`config.mk`:
```
export PLATFORM = sky130hd
export DESIGN_NAME = ddr_refresh_sched
export DESIGN_NICKNAME = d
export VERILOG_FILES = /design/src/rtl/ddr_refresh_sched_pkg.sv /design/src/rtl/ddr_ref_timer.sv /design/src/rtl/ddr_refresh_sched.sv
export SDC_FILE = /design/constraint.sdc
export NUM_CORES = 1
export LEC_CHECK = 0
export CORE_MARGIN = 1
export CORE_UTILIZATION = 53
export DETAILED_ROUTE_END_ITERATION = 10
export GPL_ROUTABILITY_DRIVEN = 1
export GPL_TIMING_DRIVEN = 0
export PLACE_DENSITY = 0.75
export SLEW_MARGIN = 20
export SYNTH_ARGS = -nofsm -noshare
export SYNTH_HDL_FRONTEND = slang
export SYNTH_SLANG_ARGS = --single-unit
```
`constraint.sdc`:
```
create_clock -name clock_t -period 2.4 [get_ports clock_t]
set_input_delay 0.48 -clock clock_t [delete_from_list [all_inputs] [get_ports clock_t]]
set_output_delay 0.48 -clock clock_t [all_outputs]
set_load 0.01 [all_outputs]
```
`src/rtl/ddr_refresh_sched_pkg.sv`:
```
// Shared DDR4 timing defaults (clock_t cycles at tCK 1.25ns) and the refresh scheduler state type.
// No logic; latency and backpressure do not apply.
package ddr_refresh_sched_pkg;

    localparam int T_MRD_CYC        = 8;
    localparam int T_MOD_CYC        = 24;
    localparam int T_ZQINIT_CYC     = 1024;
    localparam int T_REFI_CYC       = 6240;
    localparam int T_RFC_CYC        = 280;
    localparam int T_RP_CYC         = 11;
    localparam int MAX_POSTPONE_DEF = 8;

    typedef enum logic [2:0] {
        S_IDLE,
        S_GRANT,
        S_PREA,
        S_WAIT_RP,
        S_REF,
        S_WAIT_RFC
    } sched_state_t;

endpackage

```
`src/rtl/ddr_ref_timer.sv`:
```
// tREFI interval timer with a saturating postponed-refresh count and sticky miss flag.
// Latency: expiry/issue reflected in ref_pending one cycle later; no backpressure.
module ddr_ref_timer
    import ddr_refresh_sched_pkg::*;
#(
    parameter int T_REFI       = T_REFI_CYC,
    parameter int MAX_POSTPONE = MAX_POSTPONE_DEF,
    parameter int CNT_W        = 16
) (
    input  logic       clock_t,
    input  logic       reset,
    input  logic       en,
    input  logic       ref_issued,
    output logic [3:0] ref_pending,
    output logic       ref_miss_err
);

    localparam logic [CNT_W-1:0] REFI_LAST = CNT_W'(T_REFI - 1);
    localparam logic [3:0]       PEND_MAX  = 4'(MAX_POSTPONE);

    logic [CNT_W-1:0] interval_cnt;
    logic             expiry;

    assign expiry = en && (interval_cnt == REFI_LAST);

    always_ff @(posedge clock_t) begin
        if (reset) begin
            interval_cnt <= '0;
            ref_pending  <= '0;
            ref_miss_err <= 1'b0;
        end else if (!en) begin
            interval_cnt <= '0;
            ref_pending  <= '0;
        end else begin
            interval_cnt <= expiry ? '0 : interval_cnt + CNT_W'(1);
            // An expiry in the REF cycle cancels the decrement, so it can never overflow.
            if (expiry && !ref_issued) begin
                if (ref_pending == PEND_MAX) begin
                    ref_miss_err <= 1'b1;
                end else begin
                    ref_pending <= ref_pending + 4'd1;
                end
            end else if (!expiry && ref_issued && (ref_pending != 4'd0)) begin
                ref_pending <= ref_pending - 4'd1;
            end
        end
    end

endmodule

```
`src/rtl/ddr_refresh_sched.sv`:
```
// Arbitrates the DDR4 command slot between host R/W and auto-refresh (PREA -> tRP -> REF -> tRFC).
// Latency: grant one cycle after rw_req seen in IDLE; host holds the slot until rw_done (no preemption).
module ddr_refresh_sched
    import ddr_refresh_sched_pkg::*;
#(
    parameter int T_REFI       = T_REFI_CYC,
    parameter int T_RFC        = T_RFC_CYC,
    parameter int T_RP         = T_RP_CYC,
    parameter int MAX_POSTPONE = MAX_POSTPONE_DEF,
    parameter int CNT_W        = 16
) (
    input  logic       clock_t,
    input  logic       reset,
    input  logic       config_done,
    input  logic       rw_req,
    input  logic       rw_done,
    output logic       rw_gnt,
    output logic       prea_rdy,
    output logic       ref_rdy,
    output logic       des_rdy,
    output logic [3:0] ref_pending,
    output logic       ref_miss_err
);

    localparam logic [CNT_W-1:0] RP_LOAD  = CNT_W'(T_RP - 2);
    localparam logic [CNT_W-1:0] RFC_LOAD = CNT_W'(T_RFC - 2);
    localparam logic [3:0]       PEND_MAX = 4'(MAX_POSTPONE);

    sched_state_t     state, state_nxt;
    logic [CNT_W-1:0] wait_cnt, wait_cnt_nxt;
    logic             ref_issued;

    assign ref_issued = (state == S_REF);

    ddr_ref_timer #(
        .T_REFI      (T_REFI),
        .MAX_POSTPONE(MAX_POSTPONE),
        .CNT_W       (CNT_W)
    ) u_ref_timer (
        .clock_t     (clock_t),
        .reset       (reset),
        .en          (config_done),
        .ref_issued  (ref_issued),
        .ref_pending (ref_pending),
        .ref_miss_err(ref_miss_err)
    );

    always_ff @(posedge clock_t) begin
        if (reset) begin
            state    <= S_IDLE;
            wait_cnt <= '0;
        end else begin
            state    <= state_nxt;
            wait_cnt <= wait_cnt_nxt;
        end
    end

    always_comb begin
        state_nxt    = state;
        wait_cnt_nxt = wait_cnt;
        rw_gnt       = 1'b0;
        prea_rdy     = 1'b0;
        ref_rdy      = 1'b0;
        des_rdy      = 1'b0;
        if (!config_done) begin
            state_nxt    = S_IDLE;
            wait_cnt_nxt = '0;
        end else begin
            case (state)
                S_IDLE: begin
                    des_rdy = 1'b1;
                    // A saturated backlog outranks the host; otherwise the host wins.
                    if (ref_pending == PEND_MAX) begin
                        state_nxt = S_PREA;
                    end else if (rw_req) begin
                        state_nxt = S_GRANT;
                    end else if (ref_pending != 4'd0) begin
                        state_nxt = S_PREA;
                    end
                end
                S_GRANT: begin
                    rw_gnt = 1'b1;
                    if (rw_done) begin
                        state_nxt = S_IDLE;
                    end
                end
                S_PREA: begin
                    prea_rdy     = 1'b1;
                    state_nxt    = S_WAIT_RP;
                    wait_cnt_nxt = RP_LOAD;
                end
                S_WAIT_RP: begin
                    des_rdy = 1'b1;
                    if (wait_cnt == '0) begin
                        state_nxt = S_REF;
                    end else begin
                        wait_cnt_nxt = wait_cnt - CNT_W'(1);
                    end
                end
                S_REF: begin
                    ref_rdy      = 1'b1;
                    state_nxt    = S_WAIT_RFC;
                    wait_cnt_nxt = RFC_LOAD;
                end
                S_WAIT_RFC: begin
                    des_rdy = 1'b1;
                    if (wait_cnt == '0) begin
                        state_nxt = S_IDLE;
                    end else begin
                        wait_cnt_nxt = wait_cnt - CNT_W'(1);
                    end
                end
                default: state_nxt = S_IDLE;
            endcase
        end
        if (reset) begin
            rw_gnt   = 1'b0;
            prea_rdy = 1'b0;
            ref_rdy  = 1'b0;
            des_rdy  = 1'b0;
        end
    end

endmodule

```
## Word level (Yosys, flattened, before mapping)

Index checks and enable logic that the tools add are counted.
Widths: inputs -> output; s select.

- Register bits: 40
- Input bits: 5
- Output and inout port bits: 9
- Word-level logic and storage cells: 66

- Add/subtract/negate cells: 4
- Equal/unequal tests: 13
- Multiplexer cells: 24
- Bitwise gates (word level): 1
- Reduce and logical (&&, ||, !) cells: 19

Operators with widths:

| cell | count |
|---|---|
| $pmux 16 s3 | 1 |
| $mux 3 | 6 |
| $pmux 3 s6 | 1 |
| $add 16x1->16 const B | 1 |
| $eq 16x13->1 const B | 1 |
| $logic_not 16->1 | 1 |
| $mux 16 | 1 |
| $sub 16x1->16 const B | 1 |
| $mux 1 | 12 |
| $mux 4 | 3 |
| $ne 2x2->1 const B | 5 |
| $eq 3x2->1 const B | 2 |
| $eq 3x3->1 const B | 2 |
| $reduce_or 3->1 | 2 |
| $add 4x1->4 const B | 1 |
| $eq 4x4->1 const B | 1 |
| $logic_and 1x1->1 | 4 |
| $ne 4x4->1 const B | 1 |
| $reduce_and 2->1 | 2 |
| $reduce_and 4->1 | 1 |
| $reduce_bool 4->1 | 1 |
| $reduce_or 2->1 | 2 |
| $sub 4x1->4 const B | 1 |
| $eq 3x1->1 const B | 1 |
| 6 further kinds | 7 |

## Logic depth before layout (Yosys ltp)

Gate-level depths: netlist (run 1).

- Depth in word-level cells: 7
- Mapped depth: 11
- Gate-level depth less buffers: 11

## By module

From an unflattened synthesis (run 1), not the netlist that was laid out.

- Cells, all modules: 304
- Area total of the unflattened synthesis: 2508.7 um2

By module, submodules not included:

| module | times used | cells an instance | area each (um2) |
|---|---|---|---|
| ddr_refresh_sched | 1 | 168 | 1317.5 |
| ddr_ref_timer | 1 | 136 | 1191.1 |

## Least setup slack after synthesis (run 1)

OpenSTA, ideal clock, no wires.

- Kind: register to register
- Start point: register u_ref_timer.interval_cnt[0]
- End point: register u_ref_timer.ref_pending[3]
- Library setup time: 125 ps
- Arrival: 2151 ps
- Setup slack: 124 ps
- Cell stages (with the launch flop): 12
- Buffers on the path: 0
- Period minus slack after synthesis: 2276 ps
- Path through: dfxtp_1 > ha_1 > and4_1 > nand4_1 > nor2_1 > inv_1 > ha_1 > a21o_1 > a21oi_1 > or4_1 > nand4_1 > o31ai_1

- Longest elaborated chain between the ends: 7
- Elaborated cells between the ends (all ways): 10
- Classes of those cells: eq/ne (2); mux (1); reduce/logical (7)

RTL lines:

| element | line | source |
|---|---|---|
| start: declaration | ddr_ref_timer.sv:21 | `logic [CNT_W-1:0] interval_cnt;` |
| start signal: assignment | ddr_ref_timer.sv:35 | `interval_cnt <= expiry ? '0 : interval_cnt + CNT_W'(1);` |
| $eq 16x13->1 * | ddr_ref_timer.sv:24 | `assign expiry = en && (interval_cnt == REFI_LAST);` |
| $logic_and 1x1->1 * | ddr_ref_timer.sv:24 |  |
| $logic_not 1->1 | ddr_ref_timer.sv:43 | `end else if (!expiry && ref_issued && (ref_pending != 4'd0)) begin` |
| $logic_and 1x1->1 (2 in series) | ddr_ref_timer.sv:43 |  |
| $reduce_bool 2->1 (no source line) | -- |  |
| $reduce_and 2->1 (no source line) | -- |  |
| end signal: assignment | ddr_ref_timer.sv:41 | `ref_pending <= ref_pending + 4'd1;` |
| end signal: assignment | ddr_ref_timer.sv:44 | `ref_pending <= ref_pending - 4'd1;` |
| end: declaration | ddr_ref_timer.sv:14 | `output logic [3:0] ref_pending,` |

Mark *: on every way between the ends. The rest lies on a longest branch, timed or not.
A chain may end at the register's enable or synchronous reset.

## Worst setup path after layout (run 1)

- Start point: input reset
- End point: output rw_gnt

- Longest elaborated chain between the ends: 1

RTL lines:

| element | line | source |
|---|---|---|
| start: declaration | ddr_refresh_sched.sv:13 | `input logic reset,` |
| $mux 1 | ddr_refresh_sched.sv:116 | `if (reset) begin` |
| end: declaration | ddr_refresh_sched.sv:17 | `output logic rw_gnt,` |

Every way passes these cells.

==> impl_metrics.tcl, run 1 <==
set metrics [dict create \
    required_ps 1920 \
    syn_avg_cell_area_sq_um 8.24 \
    nets 302 \
    worst_slew_pin_slew_ps 725 \
    gp_congestion 0.876 \
    fin_setup_tns_ps 0 \
    fin_skew_ps 5.21 \
    crit_path_end_kind "primary output" \
    peakVddDrop_uv 324 \
    setup_slack_ps 85.1 \
    cts_made_buffers 5 \
    boundaryPins 14 \
    drive_gt1_frac 0.154 \
    via_count 2002 \
    p_leak_nw 0.986 \
    dpl.hpwl_microns 3390 \
    drc 0 \
    path_cells "clkdlybuf4s50_1, nand2b_4, clkbuf_4, nor3_2, dlygate4sd2_1" \
    synth_edf_count 0 \
    dr.pass1.iters 4 \
    crit_path_max_fanout 10 \
    seq_area_frac_synth 0.361 \
    synth_seq_cells 40 \
    start_util 0.554 \
    post_synth_num_cell_types 55 \
    cts_buffer_depth 2 \
    grt_max_degree 13 \
    rows 23 \
    num_antenna_cells 0 \
    die_h_microns 66.7 \
    cp.arrival_ps 1830 \
    min_to "u_ref_timer.interval_cnt[0]$_SDFF_PP0_" \
    die_w_microns 66.7 \
    coreArea_sq_mm 0.00400 \
    p_per_area_mw_per_mm2 514 \
    h-tree-depth 2 \
    clk_pin_slew_worst_paths_ps 80 \
    min_from "u_ref_timer.interval_cnt[0]$_SDFF_PP0_" \
    dpl-instance-area_sq_mm 0.00241 \
    reg2reg_slack_ps 90 \
    total_power_mw 1.36 \
    drtIter0Drc 85 \
    detail-route-antenna-nets 0 \
    r2r_end "u_ref_timer.ref_pending[3]$_SDFFE_PP0P_" \
    grt_pass1_vias 1798 \
    setup_viol 0 \
    maxCapViolCount 0 \
    routed_wl_microns 5120 \
    maxSlewHeadroom 0.514 \
    hp-class "reg2reg" \
    r2r_start "u_ref_timer.interval_cnt[0]$_SDFF_PP0_" \
    syn-instance-count 269 \
    synth_nets 280 \
    async_reset_ff_frac 0 \
    grt_antenna_before_repair 0 \
    r2r_cells 11 \
    overflow 0 \
    final_core_util 0.663 \
    area_growth_pct 19.7 \
    critPathLaunchType "primary input" \
    timing.fmax_ghz 0.432 \
    post-route-period-util 0.965 \
    final-max-slew-violation-count 0 \
    worstSkewPairLatency_ps 290 \
    crit_slowest_cell "clkdlybuf4s50_1" \
    rsz0062_at_grt "true" \
    die_area_sq_mm 0.00445 \
    instances_no_fill 342 \
    grt_first_pass_wirelength_microns 8400 \
    cpPeakStageDelay_ps 440 \
    finalHoldViolations 0 \
    numPortBuffers 13 \
    layout_commonest_cell "dfxtp_1" \
    synth_flop_cell "dfxtp_1" \
    outcome "finished clean" \
    vias_per_cell 5.85 \
    cts.sinks 40 \
    detail_route.wl_per_cell_microns 15.0 \
    cts-root-buf "clkbuf_8" \
    layout_common_cells "dfxtp_1, nor2_1, nand2_1, xor2_1, a21oi_1" \
    ys_warn_count 0 \
    layout_min_cycle_time_ps 2310 \
    final_area_sq_mm 0.00265 \
    netlist_area_sq_mm 0.00222 \
    placed_cells 332 \
    grtUsageTotal 0.251 \
    crit_type "in2out" \
    hold_depth 1 \
    place_ws_ps -727 \
    cts_tree "yes" \
    worst_hold_slack_ps 467 \
]
==> worst max-delay path by stage <==
stage / end / cells past startpoint / startpoint
3_3_place_gp: u_ref_timer.ref_pending[3]$_SDFFE_PP0P_ / 11 / config_done
6_report: rw_gnt / 5 / reset
3_5_place_dp: u_ref_timer.ref_pending[3]$_SDFFE_PP0P_ / 11 / config_done
5_1_grt: u_ref_timer.ref_pending[3]$_SDFFE_PP0P_ / 11 / u_ref_timer.interval_cnt[0]$_SDFF_PP0_
4_1_cts: u_ref_timer.ref_pending[3]$_SDFFE_PP0P_ / 11 / u_ref_timer.interval_cnt[0]$_SDFF_PP0_
2_1_floorplan: u_ref_timer.ref_pending[3]$_SDFFE_PP0P_ / 11 / u_ref_timer.interval_cnt[0]$_SDFF_PP0_
==> cells by family after synthesis <==
logic type                 count (synthesis)  synth area share
AOI/OAI and AO/OA                         47             0.136
xor gates and xnor gates                  27             0.107
adders and majority gates                  6            0.0372
buffers and inverters                     19            0.0361
DFF                                       40             0.361
muxes                                      2           0.00959
and+or+nand+nor                          128             0.313
==> synthesized netlist by cell type, types with 2 or more instances <==
cell type  instances  area, sq um
a211oi_1           4         30.0
a21oi_1           16         80.1
and3_1             6         37.5
buf_1              3         11.3
clkbuf_1           8         30.0
dfxtp_1           40          801
ha_1               5         62.6
inv_1              6         22.5
nand2_1           21         78.8
nand2b_1           3         18.8
nand3_1           10         50.1
nand3b_1           2         15.0
nand4_1           10         62.6
nand4b_1           2         17.5
nor2_1            34          128
nor2b_1            4         25.0
nor3_1             9         45.0
nor3_2             2         20.0
nor3b_1            2         15.0
nor4_1             2         12.5
nor4b_1            4         35.0
o211ai_1           2         15.0
o21ai_0            5         25.0
o21ai_1            5         25.0
o31ai_1            3         22.5
or3_1              5         31.3
or4_1              3         22.5
xnor2_1           11         96.3
xor2_1            16          140
==> power breakdown <==
group          internal [mW]  leakage [nW]  switching [mW]
Sequential             0.671         0.326          0.0110
Combinational         0.0580         0.605          0.0854
Clock                  0.309        0.0552           0.231
Total                   1.04         0.986           0.327
==> worst max-delay path, delay by kind of cell <==
| kind | cells | cell delay [ps] |
|---|---|---|
| buf+inv | 3 | 940 |
| simple gates | 2 | 400 |
==> metal layers <==
| layer | up-vias | share of wire | global-route usage |
|---|---|---|---|
| li1 | 1007 | - | - |
| met2 | 48 | 0.48 | 0.407 |
| met1 | 942 | 0.47 | 0.324 |
| met5 | - | 0 | 0 |
| met3 | 5 | 0.039 | 0.0479 |
| met4 | 0 | 0.013 | 0.0984 |
==> what timing repair did <==
action,4_1_cts,5_1_grt
gates cloned,0,0
endpoints found under the setup margin,6,8
hold buffers,0,0
gates resized for setup,27,10
setup buffers,1,3
hold endpoints to repair,0,0
pin swaps,1,5
==> flip-flops by register name, indices dropped and copies added, names as in the netlist <==
register / cells
u_ref_timer.interval_cnt: 16
wait_cnt: 16
u_ref_timer.ref_pending: 4
state: 3
u_ref_timer.ref_miss_err: 1
==> cell type report <==
class / count / area [sq um]
fill: 340 / 1350
tap: 50 / 62.6
inverter: 6 / 22.5
clock buffer: 6 / 72.6
clock inverter: 2 / 35.0
multi-input combinational: 210 / 1430
buffer: 11 / 63.8
sequential: 40 / 811
timing repair buffer: 17 / 154
Power figures use the tool's default switching activity.
==> run 2, diff against run 1 <==
--- a/config.mk
+++ b/config.mk
@@ -11,6 +11,7 @@
 export GPL_ROUTABILITY_DRIVEN = 1
 export GPL_TIMING_DRIVEN = 0
 export PLACE_DENSITY = 0.75
+export SKIP_CTS_REPAIR_TIMING = 1
 export SLEW_MARGIN = 20
 export SYNTH_ARGS = -nofsm -noshare
 export SYNTH_HDL_FRONTEND = slang
==> run 2 against run 1 <==
Final area increased by 0.99%. Die area is the same. Clock skew down 2.0 ps. Sequential share of layout area shrank 0.21 points. Combinational power about the same. Via count down 0.15%. Power is essentially flat. First-iteration DRC count rose by 26%.
==> impl_metrics.tcl, run 2 (same netlist as run 1, synthesis figures left out) <==
set metrics [dict create \
    outcome "finished clean" \
    fin_setup_tns_ps 0 \
    fin_skew_ps 3.26 \
    layout_common_cells "dfxtp_1, nor2_1, nand2_1, xor2_1, a21oi_1" \
    crit_path_end_kind "flop" \
    gp_congestion 0.876 \
    setup_slack_ps 49.0 \
    vias_per_cell 5.83 \
    placed_cells 332 \
    layout_min_cycle_time_ps 2350 \
    drt-met1-wl_microns 2390 \
    finalHoldViolations 0 \
    final_area_sq_mm 0.00268 \
    drc 0 \
    path_cells "ha_4, and4_4, nand4_1, nor2_2, inv_2, ha_4, a21o_1, a21oi_2, or4_1, nand4_1, o31ai_1" \
    cp.arrival_ps 2530 \
    detail-route-antenna-nets 0 \
    drive_gt1_frac 0.157 \
    numPortBuffers 13 \
    instances_no_fill 343 \
    start_util 0.554 \
    grt_first_pass_wirelength_microns 8120 \
    top_layer_used "met4" \
    maxSlewHeadroom 0.522 \
    cts_made_buffers 5 \
    clk_pin_slew_worst_paths_ps 80 \
    crit_slowest_cell "or4_1" \
    via_count 1999 \
    grt_max_degree 13 \
    boundaryPins 14 \
    nets 303 \
    top_regs "u_ref_timer.interval_cnt (16), wait_cnt (16), u_ref_timer.ref_pending (4)" \
    cts.sinks 40 \
    required_ps 2580 \
    dr.pass1.iters 4 \
    post-route-period-util 0.980 \
    coreArea_sq_mm 0.00400 \
    grt_antenna_before_repair 0 \
    h-tree-depth 2 \
    dpl-instance-area_sq_mm 0.00241 \
    p_per_area_mw_per_mm2 510 \
    layout_commonest_cell "dfxtp_1" \
    grt_pass1_vias 1783 \
    peakVddDrop_uv 325 \
    dr_wl_met3_microns 204 \
    cts_buffer_depth 2 \
    detail_route.wl_per_cell_microns 15.1 \
    cts_tree "yes" \
    rsz0062_at_grt "true" \
    worstSkewPairLatency_ps 290 \
    p_leak_nw 1.05 \
    drtIter0Drc 107 \
    dpl.hpwl_microns 3390 \
    critPathLaunchType "flop" \
    worst_slew_pin_slew_ps 712 \
    crit_path_max_fanout 4 \
    area_growth_pct 20.9 \
    timing.fmax_ghz 0.425 \
    cpPeakStageDelay_ps 400 \
    routed_wl_microns 5180 \
    place_ws_ps -727 \
    grtUsageTotal 0.244 \
    setup_viol 0 \
    overflow 0 \
    num_antenna_cells 0 \
    rows 23 \
    die_w_microns 66.7 \
    final-max-slew-violation-count 0 \
    cts-root-buf "clkbuf_8" \
    crit_type "reg2reg" \
    maxCapViolCount 0 \
    die_area_sq_mm 0.00445 \
    hp-class "reg2reg" \
    die_h_microns 66.7 \
    route.met2.wl_microns 2500 \
]
==> run 2: metrics by stage <==
| step | hold slack, ps | util | power (mW) |
|---|---|---|---|
| after global routing | 479 | 0.670 | 1.42 |
| final | 466 | 0.670 | 1.37 |
| after CTS | 481 | 0.629 | 1.37 |
| after global placement | 454 | 0.602 | 0.831 |
| after floorplan | 430 | - | 0.793 |
| after detailed placement | 460 | 0.602 | 0.832 |
==> run 2: path summary, 6_finish.rpt <==
check / from / endpoint / slack, ps / cells past startpoint
setup / recovery: u_ref_timer.interval_cnt[0]$_SDFF_PP0_ / u_ref_timer.ref_pending[3]$_SDFFE_PP0P_ / 50 / 11
hold / removal: u_ref_timer.interval_cnt[0]$_SDFF_PP0_ / u_ref_timer.interval_cnt[0]$_SDFF_PP0_ / 470 / 1
setup reg to reg: u_ref_timer.interval_cnt[0]$_SDFF_PP0_ / u_ref_timer.ref_pending[3]$_SDFFE_PP0P_ / 50 / 11
hold reg to reg: u_ref_timer.interval_cnt[0]$_SDFF_PP0_ / u_ref_timer.interval_cnt[0]$_SDFF_PP0_ / 470 / 1
==> run 2: worst max-delay path, delay by kind of cell, from the launching register on <==
kind / cells / cell delay, ps
buffers and inverters: 1 / 80
AO/OA/AOI/OAI: 3 / 260
adder cells (fa/ha/maj): 2 / 410
AND/OR/NAND/NOR: 5 / 1110
flip-flops: 1 / 380
==> run 2: layer usage <==
layer  vias to the layer above  track usage
met3                         7       0.0479
met2                        49        0.376
met4                         0        0.106
li1                       1005            -
met5                         -            0
met1                       938        0.325
==> run 2: cell type report <==
class	count	area [sq um]
plain buffers	11	63.8
clock buffers	6	72.6
clock inverters	2	35.0
fillers	330	1320
inverters	6	22.5
multi-input cells	210	1430
flip-flops and latches	40	813
well taps	50	62.6
repair buffers	18	180
==> run 2: power breakdown <==
part | switching, mW | total, mW | leakage (nW) | internal (mW)
clock network | 0.231 | 0.540 | 0.0552 | 0.309
logic | 0.0856 | 0.145 | 0.667 | 0.0596
registers | 0.0110 | 0.681 | 0.326 | 0.670
